### config.mk
export PLATFORM = sky130hd
export DESIGN_NAME = bus2reg_arbiter
export DESIGN_NICKNAME = d
export VERILOG_FILES = /design/src/rtl/bus2reg_arb_pkg.sv /design/src/rtl/bus2reg_arbiter_rr_arbiter.sv /design/src/rtl/bus2reg_arbiter.sv
export SDC_FILE = /design/constraint.sdc
export NUM_CORES = 1
export LEC_CHECK = 0
export ABC_AREA = 1
export ABC_CLOCK_PERIOD_IN_PS = 10400
export CAP_MARGIN = 20
export CORE_AREA = 3 3 143 145
export DETAILED_ROUTE_END_ITERATION = 10
export DIE_AREA = 0 0 146 148
export PLACE_DENSITY = 0.78
export SETUP_SLACK_MARGIN = 0.1
export SLEW_MARGIN = 20
export SYNTH_ARGS = -nofsm -noshare
export SYNTH_HDL_FRONTEND = slang
export SYNTH_SLANG_ARGS = --single-unit
### constraint.sdc
create_clock -name clk_i -period 10.4 [get_ports clk_i]
set_input_delay 3.12 -clock clk_i [delete_from_list [all_inputs] [get_ports clk_i]]
set_output_delay 3.12 -clock clk_i [all_outputs]
set_load 0.005 [all_outputs]
### src/rtl/bus2reg_arb_pkg.sv
// Shared types and constants for the Bus2Reg requester arbiter.
//   state_e   : transaction FSM states (idle, issue, wait, response)
//   bus_req_t : one requester's access record at the default 32-bit bus width
//   DEFAULT_TIMEOUT : default watchdog length in WAIT cycles
package bus2reg_arb_pkg;

    localparam int unsigned REQ_ADDR_W      = 32;
    localparam int unsigned REQ_DATA_W      = 32;
    localparam int unsigned DEFAULT_TIMEOUT = 256;

    typedef enum logic [1:0] {
        StIdle  = 2'd0,
        StIssue = 2'd1,
        StWait  = 2'd2,
        StResp  = 2'd3
    } state_e;

    typedef struct packed {
        logic                  is_wr;
        logic [REQ_ADDR_W-1:0] addr;
        logic [REQ_DATA_W-1:0] wr_data;
        logic [REQ_DATA_W-1:0] wr_biten;
    } bus_req_t;

endpackage

### src/rtl/bus2reg_arbiter_rr_arbiter.sv
// Combinational round-robin picker.
//   req_i   : request vector
//   ptr_i   : index of the last winner; search starts at ptr_i+1 (mod NUM_REQ)
//   gnt_o   : one-hot winner (all zero when nothing requests)
//   idx_o   : binary winner index
//   valid_o : at least one request present
module rr_arbiter #(
    parameter int unsigned NUM_REQ = 2,
    parameter int unsigned IdxW    = (NUM_REQ > 1) ? $clog2(NUM_REQ) : 1
) (
    input  logic [NUM_REQ-1:0] req_i,
    input  logic [IdxW-1:0]    ptr_i,
    output logic [NUM_REQ-1:0] gnt_o,
    output logic [IdxW-1:0]    idx_o,
    output logic               valid_o
);

    // One extra bit so ptr + k (at most 2*NUM_REQ-1) never overflows before wrapping.
    localparam int unsigned SumW = IdxW + 1;

    logic [SumW-1:0] sum;
    logic [IdxW-1:0] cand;

    always_comb begin
        gnt_o   = '0;
        idx_o   = '0;
        valid_o = 1'b0;
        sum     = '0;
        cand    = '0;
        for (int unsigned k = 1; k <= NUM_REQ; k++) begin
            sum = {1'b0, ptr_i} + SumW'(k);
            if (sum >= SumW'(NUM_REQ)) begin
                sum = sum - SumW'(NUM_REQ);
            end
            cand = sum[IdxW-1:0];
            if (!valid_o && req_i[cand]) begin
                valid_o     = 1'b1;
                idx_o       = cand;
                gnt_o[cand] = 1'b1;
            end
        end
    end

endmodule

### src/rtl/bus2reg_arbiter.sv
// Shares one Bus2Reg register-map port between NUM_REQ requesters.
// Round-robin arbitration, one outstanding transaction, response watchdog.
//   clk_i / rst_i          : clock, asynchronous active-high reset
//   m_*_i                  : per-requester request level and attributes
//   m_ready_o              : one-cycle completion pulse to the granted requester
//   m_rd_data_o / m_err_o  : shared response, zero unless m_ready_o is set
//   s_bus_*_o              : registered request towards the register map
//   s_bus_ready_i etc.     : register-map response
module bus2reg_arbiter
    import bus2reg_arb_pkg::*;
#(
    parameter int unsigned NUM_REQ        = 2,
    parameter int unsigned DATA_WIDTH     = 32,
    parameter int unsigned ADDR_WIDTH     = 32,
    parameter int unsigned TIMEOUT_CYCLES = DEFAULT_TIMEOUT
) (
    input  logic                                 clk_i,
    input  logic                                 rst_i,
    input  logic [NUM_REQ-1:0]                   m_req_i,
    input  logic [NUM_REQ-1:0]                   m_req_is_wr_i,
    input  logic [NUM_REQ-1:0][ADDR_WIDTH-1:0]   m_addr_i,
    input  logic [NUM_REQ-1:0][DATA_WIDTH-1:0]   m_wr_data_i,
    input  logic [NUM_REQ-1:0][DATA_WIDTH-1:0]   m_wr_biten_i,
    output logic [NUM_REQ-1:0]                   m_ready_o,
    output logic [DATA_WIDTH-1:0]                m_rd_data_o,
    output logic                                 m_err_o,
    output logic                                 s_bus_req_o,
    output logic                                 s_bus_req_is_wr_o,
    output logic [ADDR_WIDTH-1:0]                s_bus_addr_o,
    output logic [DATA_WIDTH-1:0]                s_bus_wr_data_o,
    output logic [DATA_WIDTH-1:0]                s_bus_wr_biten_o,
    output logic                                 s_bus_req_stall_wr_o,
    output logic                                 s_bus_req_stall_rd_o,
    input  logic                                 s_bus_ready_i,
    input  logic [DATA_WIDTH-1:0]                s_bus_rd_data_i,
    input  logic                                 s_bus_err_i
);

    localparam int unsigned IdxW        = (NUM_REQ > 1) ? $clog2(NUM_REQ) : 1;
    localparam int unsigned CntW        = (TIMEOUT_CYCLES > 0) ? $clog2(TIMEOUT_CYCLES + 1) : 1;
    localparam int unsigned TimeoutLast = (TIMEOUT_CYCLES > 0) ? TIMEOUT_CYCLES - 1 : 0;

    state_e                state_q;
    logic [IdxW-1:0]       ptr_q;
    logic [NUM_REQ-1:0]    gnt_q;
    logic [CntW-1:0]       cnt_q;
    logic                  s_bus_req_q;
    logic                  s_bus_req_is_wr_q;
    logic [ADDR_WIDTH-1:0] s_bus_addr_q;
    logic [DATA_WIDTH-1:0] s_bus_wr_data_q;
    logic [DATA_WIDTH-1:0] s_bus_wr_biten_q;
    logic                  stall_q;
    logic [NUM_REQ-1:0]    m_ready_q;
    logic [DATA_WIDTH-1:0] m_rd_data_q;
    logic                  m_err_q;

    logic [NUM_REQ-1:0]    arb_gnt;
    logic [IdxW-1:0]       arb_idx;
    logic                  arb_valid;

    logic                  timeout_hit;
    logic                  resp_done;
    logic [DATA_WIDTH-1:0] resp_data;
    logic                  resp_err;

    rr_arbiter #(
        .NUM_REQ (NUM_REQ),
        .IdxW    (IdxW)
    ) u_rr_arbiter (
        .req_i   (m_req_i),
        .ptr_i   (ptr_q),
        .gnt_o   (arb_gnt),
        .idx_o   (arb_idx),
        .valid_o (arb_valid)
    );

    // The counter holds the number of completed WAIT cycles, so the last permitted
    // WAIT cycle is the one entered with TIMEOUT_CYCLES-1.
    assign timeout_hit = (TIMEOUT_CYCLES != 0) && (state_q == StWait) &&
                         (cnt_q == CntW'(TimeoutLast));

    // Response selection; ready has priority over a coincident timeout.
    always_comb begin
        resp_done = 1'b0;
        resp_data = '0;
        resp_err  = 1'b0;
        if ((state_q == StIssue) || (state_q == StWait)) begin
            if (s_bus_ready_i) begin
                resp_done = 1'b1;
                resp_data = s_bus_rd_data_i;
                resp_err  = s_bus_err_i;
            end else if (timeout_hit) begin
                resp_done = 1'b1;
                resp_err  = 1'b1;
            end
        end
    end

    always_ff @(posedge clk_i or posedge rst_i) begin
        if (rst_i) begin
            state_q           <= StIdle;
            ptr_q             <= IdxW'(NUM_REQ - 1);
            gnt_q             <= '0;
            cnt_q             <= '0;
            s_bus_req_q       <= 1'b0;
            s_bus_req_is_wr_q <= 1'b0;
            s_bus_addr_q      <= '0;
            s_bus_wr_data_q   <= '0;
            s_bus_wr_biten_q  <= '0;
            stall_q           <= 1'b0;
            m_ready_q         <= '0;
            m_rd_data_q       <= '0;
            m_err_q           <= 1'b0;
        end else begin
            unique case (state_q)
                StIdle: begin
                    if (arb_valid) begin
                        gnt_q             <= arb_gnt;
                        ptr_q             <= arb_idx;
                        s_bus_req_is_wr_q <= m_req_is_wr_i[arb_idx];
                        s_bus_addr_q      <= m_addr_i[arb_idx];
                        s_bus_wr_data_q   <= m_wr_data_i[arb_idx];
                        s_bus_wr_biten_q  <= m_wr_biten_i[arb_idx];
                        s_bus_req_q       <= 1'b1;
                        stall_q           <= 1'b1;
                        state_q           <= StIssue;
                    end
                end
                StIssue, StWait: begin
                    s_bus_req_q <= 1'b0;
                    cnt_q       <= (state_q == StIssue) ? '0 : cnt_q + CntW'(1);
                    if (resp_done) begin
                        m_ready_q   <= gnt_q;
                        m_rd_data_q <= resp_data;
                        m_err_q     <= resp_err;
                        stall_q     <= 1'b0;
                        state_q     <= StResp;
                    end else begin
                        state_q <= StWait;
                    end
                end
                StResp: begin
                    m_ready_q   <= '0;
                    m_rd_data_q <= '0;
                    m_err_q     <= 1'b0;
                    cnt_q       <= '0;
                    state_q     <= StIdle;
                end
                default: state_q <= StIdle;
            endcase
        end
    end

    assign m_ready_o            = m_ready_q;
    assign m_rd_data_o          = m_rd_data_q;
    assign m_err_o              = m_err_q;
    assign s_bus_req_o          = s_bus_req_q;
    assign s_bus_req_is_wr_o    = s_bus_req_is_wr_q;
    assign s_bus_addr_o         = s_bus_addr_q;
    assign s_bus_wr_data_o      = s_bus_wr_data_q;
    assign s_bus_wr_biten_o     = s_bus_wr_biten_q;
    assign s_bus_req_stall_wr_o = stall_q;
    assign s_bus_req_stall_rd_o = stall_q;

endmodule

==> metrics.txt, run 1 <==
clock latency on the worst-skew pair=approximately 410 ps; ys flop type=dfrtp_1; Power Density=254 nW/um^2; boundary pin count=367; hold path startpoint=s_bus_wr_data_o[21]; Hold-fix buffers, CTS=0; Clock Skews=9.89 ps; Nets=approximately 1600; DRT antenna net count=0; Pleak=5.86 nW; GRT overflow=0; CP endpoint kind=register; clock sinks=148; fin crit period=5700 ps; RR Endpoint=s_bus_req_o; placed cell areas=between 10000 and 15000 um^2; yosys warns=0; Finished Cell Area=11800 um^2; RSZ-0062 raised after global routing=false; dpl ws=3540 ps; Detailed Routing Iterations Pass 1=5; Critical Path Start Type=input pin; Yosys cell types=25; number of fill cells in the layout=1737; Synth Cell Area=approximately 7400 um^2; Worst slew margin=0.280; worst r2r path cells=8; Cell Count, Final, Fillers Out=around 1600; status=complete, no violations; post-synthesis register bit count=148; first-pass GRT wire length=38300 um; gpl congestion=0.806; Final TNS setup=0 ps; RR Startpoint=ptr_q; initial antenna violation count=0; maximum number of pins on one net before global-route repair=104; Hold WC Path Type=register to register; ant diodes=0; Worst-Margin Slew=1080 ps; required time of the critical path=~11000 ps; CTS tree=yes; top cell family by delay on the critical path=simple AND/OR/NAND/NOR gates; Final Hold Viols=0; Slew Viols, Final=0; crit-path max FO=about 100; Post-Synthesis Cells=roughly 1000; worst-path cell with the longest stage delay=nand2_4; Worst EP arrival=6000 ps; number of gates resized after cts=0; worst vdd ir=~0.00013 V; DP Wirelength=17400 um; die height=148 um; syn avg cell area=between 7 and 8 um^2; Core Region=roughly 19000 um^2; vias per cell=4.82; syn nets=1251; PortBufs=366; global-route usage over all layers=0.220; TritonCTS buffer count=17; postcts setup bufs=0; asr flop ratio synth=1.00; Cells after DPL=about 1600; r2r setup slk=7520 ps; PnR worst setup slack=4700 ps; routed wire length=24600 um; hold depth=2; sequential area share after synthesis=0.497; Iteration-0 DRC Markers=450; Post-synth EDFFs=0; Die W=146 um; standard-cell rows=51; fin crit share=0.548; Routed WL per cell=around 15 um; vias in the first global route=about 7300; drt drc=0; Die ar.=21600 um^2; critical path type=input pin to register; final setup fails=0; Slowest Stage Delay on Critical Path=730 ps; Starting Density=0.385; WHS Endpoint=s_bus_wr_data_o[21]; htree depth=4; clk buf depth=2; max-cap viol count=0; area grow syn2layout=58.1%; Critical Path, Cell by Cell=clkdlybuf4s50_1 -> nand2_4 -> inv_2 -> nor2_2 -> nand2_8 -> nand2_8 -> nand2_1 -> nand2_1 -> inv_1; Tot Pwr=0.00299 W; Clk pin slew, worst setup/hold paths=60 ps; Highest Clock Rate=176 MHz; CTS root buf=clkbuf_16; share of layout cells above drive strength 1=0.0350; Buf+Inv Stages, Crit Path=3; via count=7748
cell families (layout without fill, tap and decap cells):
family | Yosys count | after routing | synth area share
AO/OA/AOI/OAI | 44 | 44 | 0.0297
XOR/XNOR | 1 | 1 | 0.00118
flip-flops | 148 | 148 | 0.497
AND/OR/NAND/NOR | 687 | 687 | 0.384
buffers and inverters | 127 | 456 | 0.0775
adder cells (fa/ha/maj) | 6 | 6 | 0.0101
worst register-to-register path, delay by kind of cell, from the launching register on:
family / cells / cell delay (ps)
buffers and inverters: 2 / 100
AND/OR/NAND/NOR: 6 / 2260
flip-flops: 1 / 410
report_power, final:
part / switching [W] / internal (W) / leakage [nW]
clock: 0.000237 / 0.000384 / 0.283
sequential: 0.000133 / 0.000817 / 1.89
combinational: 0.000748 / 0.000674 / 3.69
sequential cells by signal, indices dropped and copies added (netlist names), 2 cells and up:
register	cells
m_rd_data_o	32
cnt_q	9
gnt_q	2
s_bus_wr_biten_o	32
s_bus_addr_o	32
s_bus_wr_data_o	32
m_ready_o	2
state_q	2
Yosys cell counts, types with 2 or more instances:
| library cell | count | area share |
|---|---|---|
| a21oi_1 | 5 | 0.0034 |
| nor3_1 | 2 | 0.0013 |
| nand3_1 | 203 | 0.14 |
| buf_4 | 4 | 0.0040 |
| buf_1 | 11 | 0.0055 |
| nand2_2 | 2 | 0.0017 |
| buf_2 | 14 | 0.0094 |
| nor2_1 | 10 | 0.0050 |
| inv_1 | 51 | 0.026 |
| ha_1 | 6 | 0.010 |
| buf_6 | 9 | 0.014 |
| clkbuf_1 | 33 | 0.017 |
| dfrtp_1 | 147 | 0.49 |
| nand2_1 | 465 | 0.23 |
| inv_2 | 4 | 0.0020 |
| o21ai_1 | 38 | 0.026 |
final cells by class:
class                   instances  area (um^2)  share of cell area
flip-flops and latches        148         3700               0.315
repair buffers                369         3700               0.315
multi-input cells             738         3220               0.274
clock buffers                  20          447              0.0379
well taps                     265          332              0.0282
inverters                      56          215              0.0183
clock inverters                11          153              0.0130
metrics by stage:
stage	utilization	hold slack, ps
after floorplan	-	442
after global placement	0.575	452
after detailed placement	0.576	457
after CTS	0.607	472
after global routing	0.609	486
final	0.609	465
how the worst max path moves through the flow:
stage / cells past startpoint / slack, ps / to / start
final: 9 / 4700 / s_bus_req_o / m_req_i[0]
after CTS: 9 / 3970 / s_bus_req_o / m_req_i[0]
after global placement: 9 / 3580 / s_bus_req_o / m_req_i[0]
after global routing: 9 / 4380 / s_bus_req_o / m_req_i[0]
after floorplan: 1 / 3300 / cnt_q[0] / rst_i
after detailed placement: 9 / 3540 / s_bus_req_o / m_req_i[0]
cell usage in the layout (no fill, tap or decap):
cell               n
nand2_4            2
buf_16             1
nand4_1            1
xnor2_1            1
clkbuf_8           1
clkinv_2           1
buf_4              3
nand2_1          463
o22ai_1            1
inv_6              2
inv_1             50
clkinv_4           3
a21oi_1            5
clkdlybuf4s50_1  365
nand3_1          202
nor3b_1            1
clkinvlp_4         3
dfrtp_1          147
inv_2              4
dfstp_2            1
o21ai_1           38
nor2_1            10
clkbuf_1           2
clkbuf_16         17
nand3_2            1
nor3_1             2
ha_4               1
nand2_2            1
bufinv_16          3
nand3b_1           1
nand2_8            2
nor2_2             1
clkinv_1           1
ha_1               5
metal layers:
metal	track usage	up-vias	wire length, um
met3	0.0690	22	2090
met2	0.376	310	12200
li1	-	3841	-
met1	0.269	3575	9980
met5	0	-	0
met4	0.0654	0	359
Note: power is estimated with default switching activity, not from simulation.
==> run 2, diff against run 1 <==
- ABC_CLOCK_PERIOD_IN_PS: 10400 -> 5800
- clock period: 10.4 -> 5.8 ns (I/O delays scaled with it)
==> metrics.txt, run 2 (same netlist as run 1, synthesis figures left out) <==
status=complete, no violations; gpl congestion=0.828 (+2.8%); most frequent cells in the layout=nand2_1 (464), clkdlybuf4s50_1 (365), nand3_1 (203); Power Density=458 nW/um^2 (+80%); fin crit period=3780 ps; clock share of power=0.207 (about the same); TritonCTS buffer count=17 (unchanged); Critical Path, Cell by Cell=clkdlybuf4s50_1 -> nand2_4 -> nand2_4 -> nand2_1 -> nand2_1 -> nand3_1 -> nand2_1; RSZ-0062 raised after global routing=false; vias in the first global route=7641 (+5.1%); share of layout cells above drive strength 1=0.0393 (+0.00430); die height=148 um (unchanged); r2r setup slk=3230 ps (-4290 ps); Cell Count, Final, Fillers Out=1613 (+0.37%); crit-path max FO=99 (-2.0%); Switching Fraction=0.383 (+0.00977); via count=7827 (+1.0%); worst vdd ir=0.000238 V (+85%); Comb pwr share=0.476 (about the same); Iteration-0 DRC Markers=402 (-11%); clk buf depth=2 (unchanged); fin crit share=0.652; crit path to=s_bus_addr_o[29]; critical path type=input pin to register; number of fill cells in the layout=1673 (-3.7%); Detailed Routing Iterations Pass 1=5 (unchanged); max-cap viol count=0 (unchanged); Hold-fix buffers, CTS=0 (unchanged); worst-path cell with the longest stage delay=nand2_4; Final TNS setup=0 ps (unchanged); standard-cell rows=51 (unchanged); CP endpoint kind=register; htree depth=4 (unchanged); routed wire length=25500 um (+3.8%); crit path from=m_req_i[0]; initial antenna violation count=0 (unchanged); Worst slew margin=0.297 (+0.0176); CTS root buf=clkbuf_16; Clk pin slew, worst setup/hold paths=60 ps (about the same); Slowest Stage Delay on Critical Path=910 ps (+180 ps); RR Endpoint=state_q[1]; Slew Viols, Final=0 (unchanged); area grow syn2layout=58.3%; CTS tree=yes; Worst path depth=7 (-2); Highest Clock Rate=about 260 MHz; Cells after DPL=1581 (+0.38%); Worst-Margin Slew=1050 ps (-26.4 ps); Starting Density=0.385 (unchanged); DRT met1 WL=9950 um (-0.23%); DP Wirelength=18100 um (+3.8%); Die ar.=21600 um^2 (unchanged); Pleak=5.89 nW (+0.58%); Util after Layout=0.610 (+0.000712); worst hold slack=469 ps (+3.23 ps); Crit path top cell by count=nand2_1; final setup fails=0 (unchanged); Flop pwr share=0.317 (about the same); required time of the critical path=6150 ps (-4550 ps); Hold WC Path Type=register to register; most common cell after layout, fill and taps aside=nand2_1; Clock Skews=13.8 ps (+3.88 ps); Worst EP arrival=4130 ps (-1870 ps); first-pass GRT wire length=39700 um (+3.7%); maximum number of pins on one net before global-route repair=149 (+43%); Nets=1573 (+0.32%); Finished Cell Area=11800 um^2 (+0.12%); Core Region=19300 um^2 (unchanged); worst r2r path cells=6 (-2); vias per cell=4.85 (+0.64%); global-route usage over all layers=0.229 (+0.00879); boundary pin count=367 (unchanged); GRT overflow=0 (unchanged); highest metal used=met4; placed cell areas=11200 um^2 (+0.51%); WL met2=12800 um (+5.4%); Psw=0.00207 W (+85%); RR Startpoint=state_q[0]; top cell family by delay on the critical path=simple AND/OR/NAND/NOR gates; PortBufs=366 (unchanged); Die W=146 um (unchanged); Buf+Inv Stages, Crit Path=1 (-2); Critical Path Start Type=input pin; postcts setup bufs=0 (unchanged); internal power=0.00333 W (+78%); Routed met3 length=2220 um (+6.3%); clock latency on the worst-skew pair=420 ps (about the same); number of gates resized after cts=0 (unchanged); clock sinks=148 (unchanged); drt drc=0 (unchanged); Routed WL per cell=15.8 um (+3.4%); ant diodes=0 (unchanged); DRT antenna net count=0 (unchanged); Final Hold Viols=0 (unchanged)
## run 2: cell count changes in the layout (fill, tap and decap cells not counted), sizes merged
cell      change
buf           +5
clkbuf        -3
clkinv        +1
clkinvlp      -2
bufinv        -1
inv           +6
## run 2: worst min-delay path, cell delays in order (launching register included)
cell and delay, ps:
dfrtp_1 340, nand2_1 50, nand2_1 50
## run 2: worst min path at each step
stage,start,end,cells after the start
final,s_bus_wr_biten_o[23],s_bus_wr_biten_o[23],2
after global routing,s_bus_req_is_wr_o,s_bus_req_is_wr_o,2
after CTS,s_bus_wr_biten_o[23],s_bus_wr_biten_o[23],2
after detailed placement,s_bus_wr_biten_o[22],s_bus_wr_biten_o[22],2
after global placement,s_bus_wr_biten_o[9],s_bus_wr_biten_o[9],2
after floorplan,gnt_q[0],m_ready_o[0],2
## run 2: final cells by class
class                           count  area (um^2)  share of cell area
Clock inverter                     15          168              0.0142
Multi-Input combinational cell    738         3200               0.272
Clock buffer                       17          425              0.0361
Inverter                           56          214              0.0181
Timing Repair Buffer              374         3740               0.317
Tap cell                          265          332              0.0281
Sequential cell                   148         3700               0.314
## run 2: metrics by stage
stage / worst slack (ps) / total power, W
6_report: 2020 / 0.00540
5_1_grt: 1830 / 0.00579
2_1_floorplan: 2200 / 0.00298
3_5_place_dp: 1630 / 0.00430
4_1_cts: 2040 / 0.00544
3_3_place_gp: 1630 / 0.00422
## run 2: power by group through the flow
stage	Sequential (W)	Clock (W)	Combinational, W
floorplan	0.00172	0	0.00126
global placement	0.00171	0	0.00251
detailed placement	0.00172	0	0.00258
CTS	0.00171	0.00114	0.00260
global route	0.00176	0.00119	0.00284
finish	0.00171	0.00112	0.00257
## run 2: metal layers
layer / track usage / vias to the layer above
met5: 0 / -
li1: - / 3844
met3: 0.0723 / 32
met1: 0.269 / 3616
met4: 0.0776 / 0
met2: 0.398 / 335
